$ cat config.mk
export PLATFORM = sky130hd
export DESIGN_NAME = load_store_unit_flat
export DESIGN_NICKNAME = d
export VERILOG_FILES = /design/src/rtl/lsu_pkg.sv /design/src/rtl/lsu_if.sv /design/src/rtl/lsu_align.sv /design/src/rtl/load_store_unit.sv /design/src/flat_wrapper.sv
export SDC_FILE = /design/constraint.sdc
export NUM_CORES = 1
export LEC_CHECK = 0
export ABC_AREA = 1
export CAP_MARGIN = 20
export CORE_UTILIZATION = 54
export DETAILED_ROUTE_END_ITERATION = 8
export PLACE_DENSITY = 0.94
export SYNTH_ARGS = -nofsm -noshare
export SYNTH_HDL_FRONTEND = slang
export SYNTH_HIERARCHICAL = 1
export SYNTH_SLANG_ARGS = --single-unit
$ cat constraint.sdc
create_clock -name clk_in -period 4.4 [get_ports clk_in]
set_clock_uncertainty 0.05 [all_clocks]
set_input_delay 0.88 -clock clk_in [delete_from_list [all_inputs] [get_ports clk_in]]
set_output_delay 0.88 -clock clk_in [all_outputs]
set_load 0.02 [all_outputs]
$ cat src/rtl/lsu_pkg.sv
// Shared load/store unit definitions: funct3 codes, FSM state encoding and access-size decode.
package lsu_pkg;

    localparam logic [2:0] LB  = 3'b000;
    localparam logic [2:0] LH  = 3'b001;
    localparam logic [2:0] LW  = 3'b010;
    localparam logic [2:0] LD  = 3'b011;
    localparam logic [2:0] LBU = 3'b100;
    localparam logic [2:0] LHU = 3'b101;
    localparam logic [2:0] LWU = 3'b110;
    localparam logic [2:0] SB  = 3'b000;
    localparam logic [2:0] SH  = 3'b001;
    localparam logic [2:0] SW  = 3'b010;
    localparam logic [2:0] SD  = 3'b011;

    typedef enum logic [1:0] {
        IDLE,
        ACC0,
        ACC1,
        RESP
    } lsu_state_e;

    // Access size in bytes from the low two funct3 bits (1, 2, 4 or 8).
    function automatic logic [3:0] size_bytes(input logic [2:0] funct3);
        case (funct3[1:0])
            2'b00:   size_bytes = 4'd1;
            2'b01:   size_bytes = 4'd2;
            2'b10:   size_bytes = 4'd4;
            default: size_bytes = 4'd8;
        endcase
    endfunction

endpackage

$ cat src/rtl/lsu_if.sv
// Request/response bus between the execute/writeback stages (master) and the load/store unit (slave).
interface lsu_if #(parameter int XLEN = 64);

    logic            req_valid_in;
    logic            req_ready_out;
    logic            req_write_in;
    logic [2:0]      req_funct3_in;
    logic [XLEN-1:0] req_address_in;
    logic [XLEN-1:0] req_store_data_in;
    logic            resp_valid_out;
    logic [XLEN-1:0] resp_load_data_out;
    logic            resp_error_out;

    modport master (
        output req_valid_in, req_write_in, req_funct3_in, req_address_in, req_store_data_in,
        input  req_ready_out, resp_valid_out, resp_load_data_out, resp_error_out
    );

    modport slave (
        input  req_valid_in, req_write_in, req_funct3_in, req_address_in, req_store_data_in,
        output req_ready_out, resp_valid_out, resp_load_data_out, resp_error_out
    );

endinterface

$ cat src/rtl/lsu_align.sv
// Combinational byte lane alignment: store mask/value spread over two words, and load
// extraction with sign or zero extension from a {hi,lo} word pair.
module lsu_align
    import lsu_pkg::*;
#(
    parameter int XLEN = 64
) (
    input  logic [2:0]        funct3_i,
    input  logic [2:0]        off_i,
    input  logic [XLEN-1:0]   store_data_i,
    input  logic [XLEN-1:0]   lo_i,
    input  logic [XLEN-1:0]   hi_i,
    output logic [15:0]       mask16_o,
    output logic [2*XLEN-1:0] val128_o,
    output logic [XLEN-1:0]   load_data_o
);

    logic [3:0]        size;
    logic [15:0]       sizeMask;
    logic [2*XLEN-1:0] shifted;
    logic [XLEN-1:0]   raw;
    logic              signExt;

    always_comb begin
        size        = size_bytes(funct3_i);
        sizeMask    = (16'd1 << size) - 16'd1;
        mask16_o    = sizeMask << off_i;
        val128_o    = {{XLEN{1'b0}}, store_data_i} << {off_i, 3'b000};
        shifted     = {hi_i, lo_i} >> {off_i, 3'b000};
        raw         = shifted[XLEN-1:0];
        signExt     = ~funct3_i[2];
        load_data_o = raw;
        case (funct3_i[1:0])
            LB[1:0]: load_data_o = {{(XLEN-8){signExt & raw[7]}}, raw[7:0]};
            LH[1:0]: load_data_o = {{(XLEN-16){signExt & raw[15]}}, raw[15:0]};
            LW[1:0]: load_data_o = {{(XLEN-32){signExt & raw[31]}}, raw[31:0]};
            default: load_data_o = raw;
        endcase
    end

endmodule

$ cat src/rtl/load_store_unit.sv
// Load/store unit: one request at a time into 64-bit RAM word accesses.
// Build option LSU_MISALIGN_SPLIT_EN enables word-crossing accesses; otherwise misaligned requests error.
module load_store_unit
    import lsu_pkg::*;
#(
    parameter int ADDR_WIDTH = 10,
    parameter int XLEN       = 64
) (
    input  logic                  clk_in,
    input  logic                  reset_in,
    lsu_if.slave                  bus,
    output logic [ADDR_WIDTH-1:0] ram_address_out,
    output logic [XLEN-1:0]       ram_value_out,
    output logic [7:0]            ram_mask_out,
    output logic                  ram_write_signal_out,
    output logic                  ram_read_signal_out,
    input  logic [XLEN-1:0]       ram_read_value_in
);

    lsu_state_e            state_q, state_d;
    logic                  write_q, write_d;
    logic [2:0]            funct3_q, funct3_d;
    logic [2:0]            off_q, off_d;
    logic [ADDR_WIDTH-1:0] word_q, word_d;
    logic [XLEN-1:0]       data_q, data_d;
    logic [XLEN-1:0]       lo_q, lo_d;
    logic                  error_q, error_d;

    logic [15:0]           mask16;
    logic [2*XLEN-1:0]     val128;
    logic [XLEN-1:0]       alignedLoad;
    logic [XLEN-1:0]       hiWord;
    logic                  reqIllegal;
    logic                  unusedAddr;

    assign unusedAddr = ^bus.req_address_in[XLEN-1:ADDR_WIDTH+3];

`ifdef LSU_MISALIGN_SPLIT_EN
    logic [XLEN-1:0]       hi_q, hi_d;
    logic                  split;
    assign hiWord = hi_q;
    assign split  = |mask16[15:8];
`else
    logic [3:0]            reqSize;
    logic                  unusedUpper;
    assign hiWord      = '0;
    assign reqSize     = size_bytes(bus.req_funct3_in);
    assign unusedUpper = ^{mask16[15:8], val128[2*XLEN-1:XLEN]};
`endif

    // Legality is judged on the live request so an illegal one skips the RAM entirely.
    always_comb begin
        reqIllegal = bus.req_write_in ? bus.req_funct3_in[2] : (bus.req_funct3_in == 3'b111);
`ifndef LSU_MISALIGN_SPLIT_EN
        if ((bus.req_address_in[2:0] & 3'(reqSize - 4'd1)) != 3'd0) begin
            reqIllegal = 1'b1;
        end
`endif
    end

    lsu_align #(.XLEN(XLEN)) u_align (
        .funct3_i     (funct3_q),
        .off_i        (off_q),
        .store_data_i (data_q),
        .lo_i         (lo_q),
        .hi_i         (hiWord),
        .mask16_o     (mask16),
        .val128_o     (val128),
        .load_data_o  (alignedLoad)
    );

    // RAM and response outputs decode only registered state; nothing flows from req_* to ram_*.
    always_comb begin
        state_d  = state_q;
        write_d  = write_q;
        funct3_d = funct3_q;
        off_d    = off_q;
        word_d   = word_q;
        data_d   = data_q;
        lo_d     = lo_q;
        error_d  = error_q;
`ifdef LSU_MISALIGN_SPLIT_EN
        hi_d     = hi_q;
`endif
        bus.req_ready_out      = 1'b0;
        bus.resp_valid_out     = 1'b0;
        bus.resp_load_data_out = '0;
        bus.resp_error_out     = 1'b0;
        ram_address_out        = '0;
        ram_value_out          = '0;
        ram_mask_out           = '0;
        ram_write_signal_out   = 1'b0;
        ram_read_signal_out    = 1'b0;

        case (state_q)
            IDLE: begin
                bus.req_ready_out = 1'b1;
                if (bus.req_valid_in) begin
                    write_d  = bus.req_write_in;
                    funct3_d = bus.req_funct3_in;
                    off_d    = bus.req_address_in[2:0];
                    word_d   = bus.req_address_in[ADDR_WIDTH+2:3];
                    data_d   = bus.req_store_data_in;
                    error_d  = reqIllegal;
`ifdef LSU_MISALIGN_SPLIT_EN
                    hi_d     = '0;
`endif
                    state_d  = reqIllegal ? RESP : ACC0;
                end
            end
            ACC0: begin
                ram_address_out      = word_q;
                ram_write_signal_out = write_q;
                ram_read_signal_out  = ~write_q;
                if (write_q) begin
                    ram_mask_out  = mask16[7:0];
                    ram_value_out = val128[XLEN-1:0];
                end else begin
                    lo_d = ram_read_value_in;
                end
`ifdef LSU_MISALIGN_SPLIT_EN
                state_d = split ? ACC1 : RESP;
`else
                state_d = RESP;
`endif
            end
`ifdef LSU_MISALIGN_SPLIT_EN
            ACC1: begin
                ram_address_out      = word_q + ADDR_WIDTH'(1);
                ram_write_signal_out = write_q;
                ram_read_signal_out  = ~write_q;
                if (write_q) begin
                    ram_mask_out  = mask16[15:8];
                    ram_value_out = val128[2*XLEN-1:XLEN];
                end else begin
                    hi_d = ram_read_value_in;
                end
                state_d = RESP;
            end
`endif
            RESP: begin
                bus.resp_valid_out = 1'b1;
                bus.resp_error_out = error_q;
                if (!write_q && !error_q) begin
                    bus.resp_load_data_out = alignedLoad;
                end
                state_d = IDLE;
            end
            default: state_d = IDLE;
        endcase
    end

    always_ff @(posedge clk_in) begin
        if (reset_in) begin
            state_q  <= IDLE;
            write_q  <= 1'b0;
            funct3_q <= '0;
            off_q    <= '0;
            word_q   <= '0;
            data_q   <= '0;
            lo_q     <= '0;
            error_q  <= 1'b0;
`ifdef LSU_MISALIGN_SPLIT_EN
            hi_q     <= '0;
`endif
        end else begin
            state_q  <= state_d;
            write_q  <= write_d;
            funct3_q <= funct3_d;
            off_q    <= off_d;
            word_q   <= word_d;
            data_q   <= data_d;
            lo_q     <= lo_d;
            error_q  <= error_d;
`ifdef LSU_MISALIGN_SPLIT_EN
            hi_q     <= hi_d;
`endif
        end
    end

endmodule

$ cat src/flat_wrapper.sv
// flat-port wrapper written by rule: the top's interface ports become plain ports
module load_store_unit_flat import lsu_pkg::*;
#(
    parameter int ADDR_WIDTH = 10,
    parameter int XLEN       = 64
)
  (clk_in, reset_in, ram_address_out, ram_value_out, ram_mask_out, ram_write_signal_out, ram_read_signal_out, ram_read_value_in, bus_req_valid_in, bus_req_write_in, bus_req_funct3_in, bus_req_address_in, bus_req_store_data_in, bus_req_ready_out, bus_resp_valid_out, bus_resp_load_data_out, bus_resp_error_out);
  lsu_if #(.XLEN(XLEN)) bus_i ();
  input  logic clk_in;
  input  logic reset_in;
  output logic [ADDR_WIDTH-1:0] ram_address_out;
  output logic [XLEN-1:0] ram_value_out;
  output logic [7:0] ram_mask_out;
  output logic ram_write_signal_out;
  output logic ram_read_signal_out;
  input  logic [XLEN-1:0] ram_read_value_in;
  input wire logic [$bits(bus_i.req_valid_in)-1:0] bus_req_valid_in;
  input wire logic [$bits(bus_i.req_write_in)-1:0] bus_req_write_in;
  input wire logic [$bits(bus_i.req_funct3_in)-1:0] bus_req_funct3_in;
  input wire logic [$bits(bus_i.req_address_in)-1:0] bus_req_address_in;
  input wire logic [$bits(bus_i.req_store_data_in)-1:0] bus_req_store_data_in;
  output wire logic [$bits(bus_i.req_ready_out)-1:0] bus_req_ready_out;
  output wire logic [$bits(bus_i.resp_valid_out)-1:0] bus_resp_valid_out;
  output wire logic [$bits(bus_i.resp_load_data_out)-1:0] bus_resp_load_data_out;
  output wire logic [$bits(bus_i.resp_error_out)-1:0] bus_resp_error_out;
  assign bus_i.req_valid_in = bus_req_valid_in;
  assign bus_i.req_write_in = bus_req_write_in;
  assign bus_i.req_funct3_in = bus_req_funct3_in;
  assign bus_i.req_address_in = bus_req_address_in;
  assign bus_i.req_store_data_in = bus_req_store_data_in;
  assign bus_req_ready_out = bus_i.req_ready_out;
  assign bus_resp_valid_out = bus_i.resp_valid_out;
  assign bus_resp_load_data_out = bus_i.resp_load_data_out;
  assign bus_resp_error_out = bus_i.resp_error_out;
  load_store_unit #(.ADDR_WIDTH(ADDR_WIDTH), .XLEN(XLEN)) u_core (.clk_in(clk_in), .reset_in(reset_in), .bus(bus_i), .ram_address_out(ram_address_out), .ram_value_out(ram_value_out), .ram_mask_out(ram_mask_out), .ram_write_signal_out(ram_write_signal_out), .ram_read_signal_out(ram_read_signal_out), .ram_read_value_in(ram_read_value_in));
endmodule
==> run metrics <==
# rows=54; Final Max Slew Viols=0; Avg Inst Size Synth=5.50 um2; # DRC=0; worst hold-check path type=reg -> reg; final setup fails=0; CTS tree=built; Lkg Pwr=6.92 nW; RSZ-0062 raised after global routing=no; peak supply drop=0.274 mV; clock slew at reported path FFs=0.06 ns; cell count after synthesis=2180; initial drt markers=2325; initial antenna violation count=1; die extent in y=151 um; vias per cell=5.69; CP Data Required Time=3.47 ns; outcome=finished clean; CTS Buf Count=17; Tcrit/Tclk final=93.5%; CP Launch Type=flip-flop; Root Driver=clkbuf_16; detailed-route wire length per cell=16.3 um; CP Capture Type=output port; die width=151 um; fillcell total=1843; Final GP Congestion=0.996; Core Box Area=21800 um2; CP Data Arrival Time=3.18 ns; total track usage=38.4%; clock sink count=148; Final HPWL DP=31400 um; yosys warns=6; initial core utilization=55.0%; critical path cell sequence=inv_4 > nand2_1 > nand3_1 > nand3_1 > nand2_1 > nand2_2 > buf_4 > nand4_1 > nand2_1 > nor2_1 > clkdlybuf4s50_1; port bufs=298; CTS Buffer Depth=2; max cap viols=0; WL final=44700 um; crit path kind=reg -> out; cell area after synthesis=12000 um2; H-tree levels=4; Crit-path slowest cell=clkdlybuf4s50_1; io pins=350; post-route setup TNS=0 ns; P&R area growth vs syn=30.1%; Max Clk Rate=243 MHz; Nets=2647; share of layout cells above drive strength 1=4.68%; global route total overflow=0; worst-path maximum fanout=32; drt pass-1 iters=7; cts hold-fix bufs=0; largest net degree at the start of global routing=87; Core Util, Final=71.5%; PwrDens=305 nW/um2; worst skew pair latency=0.42 ns; Via Count=15.6k; Post-DRT Antenna Nets=0; most used cell, CP=nand2_1; slew of the pin with the lowest slew margin=0.913 ns; post-layout min period=4.11 ns; vias in the first global route=13.6k; Pwr Total=4.76 mW; Max transition margin=39.0%; DIE AREA=22800 um2; biggest cell delay along the critical path=0.62 ns; Fin. Hold Viols=0; global-route wire length before repair=68400 um
-- final timing paths --
kind | start | end | slack [ns] | cells past startpoint
setup reg to reg | u_core/state_q[0]$_SDFFE_PP0P_ | u_core/lo_q[42]$_SDFFE_PP0P_ | 1.85 | 7
hold reg to reg | u_core/data_q[6]$_SDFFE_PP0P_ | u_core/data_q[6]$_SDFFE_PP0P_ | 0.44 | 2
hold / removal | u_core/data_q[6]$_SDFFE_PP0P_ | u_core/data_q[6]$_SDFFE_PP0P_ | 0.44 | 2
setup / recovery | u_core/off_q[0]$_SDFFE_PP0P_ | bus_resp_load_data_out[42] | 0.29 | 11
-- cells in the final DEF, fill, tap and decap left out, drive strengths merged --
cell type      instances
ha                     1
dfxtp                148
clkbuf                20
clkinv                 5
o211ai                15
nand3                274
mux2i                  9
and2                   3
bufinv                 2
o21bai                 2
o21ai                247
nor3                  10
o22ai                 18
conb                 104
buf                   32
inv                   99
nand2                633
a31oi                  1
a21oi                  3
clkdlybuf4s50        298
diode                  1
nand4                 32
clkinvlp               1
nor2                 486
or2                   16
-- timing repair --
item | CTS | global route
setup buffers | 0 | 1
resized for setup | 0 | 1
endpoints found under the setup margin | 0 | 32
-- critical path, delay by kind of cell (launching register included) --
kind / cells / cell delay [ns]
DFF: 1 / 0.45
buffers and inverters: 3 / 1.19
and+or+nand+nor: 8 / 1.11
-- through the flow --
step | hold WS, ns | area (um2) | setup slack (ns) | cells
2_1_floorplan | 0.405 | 12400 | 1.39 | 2283
5_1_grt | 0.464 | 15600 | 0.0775 | 2739
4_1_cts | 0.440 | 15500 | 0.144 | 2736
6_report | 0.436 | 15600 | 0.286 | 2740
3_3_place_gp | 0.412 | 14900 | 0.685 | 2705
3_5_place_dp | 0.425 | 14900 | 0.600 | 2705
-- routing by layer --
layer | part of all wire (%) | global-route usage, % | vias up | wire [um]
met4 | 5.8 | 22.3 | 0 | 2600
li1 | - | - | 7430 | -
met5 | 0 | 0 | - | 0
met1 | 36 | 45.6 | 6886 | 16300
met3 | 12 | 7.14 | 188 | 5160
met2 | 46 | 64.5 | 1074 | 20600
-- layout make-up --
type	count	area, um2	share of cell area, %
multi-input cells	1854	8020	51.4
diodes	1	2.50	0.0160
clock inverters	12	145	0.930
clock buffers	19	443	2.84
inverters	95	363	2.32
well taps	280	350	2.24
flip-flops and latches	148	2970	19.0
repair buffers	331	3310	21.2
-- flip-flops by register name (all words and copies together), names as in the netlist --
signal	count
u_core/data_q	64
u_core/lo_q	64
u_core/word_q	10
u_core/funct3_q	3
u_core/off_q	3
u_core/state_q	2
u_core/error_q	1
u_core/write_q	1
-- power breakdown --
group | switching [mW] | total, mW | internal [mW]
combinational | 1.10 | 1.68 | 0.585
sequential | 0.121 | 1.60 | 1.48
clock | 0.626 | 1.49 | 0.860
total | 1.84 | 4.76 | 2.92
Power figures use the tool's default switching activity.
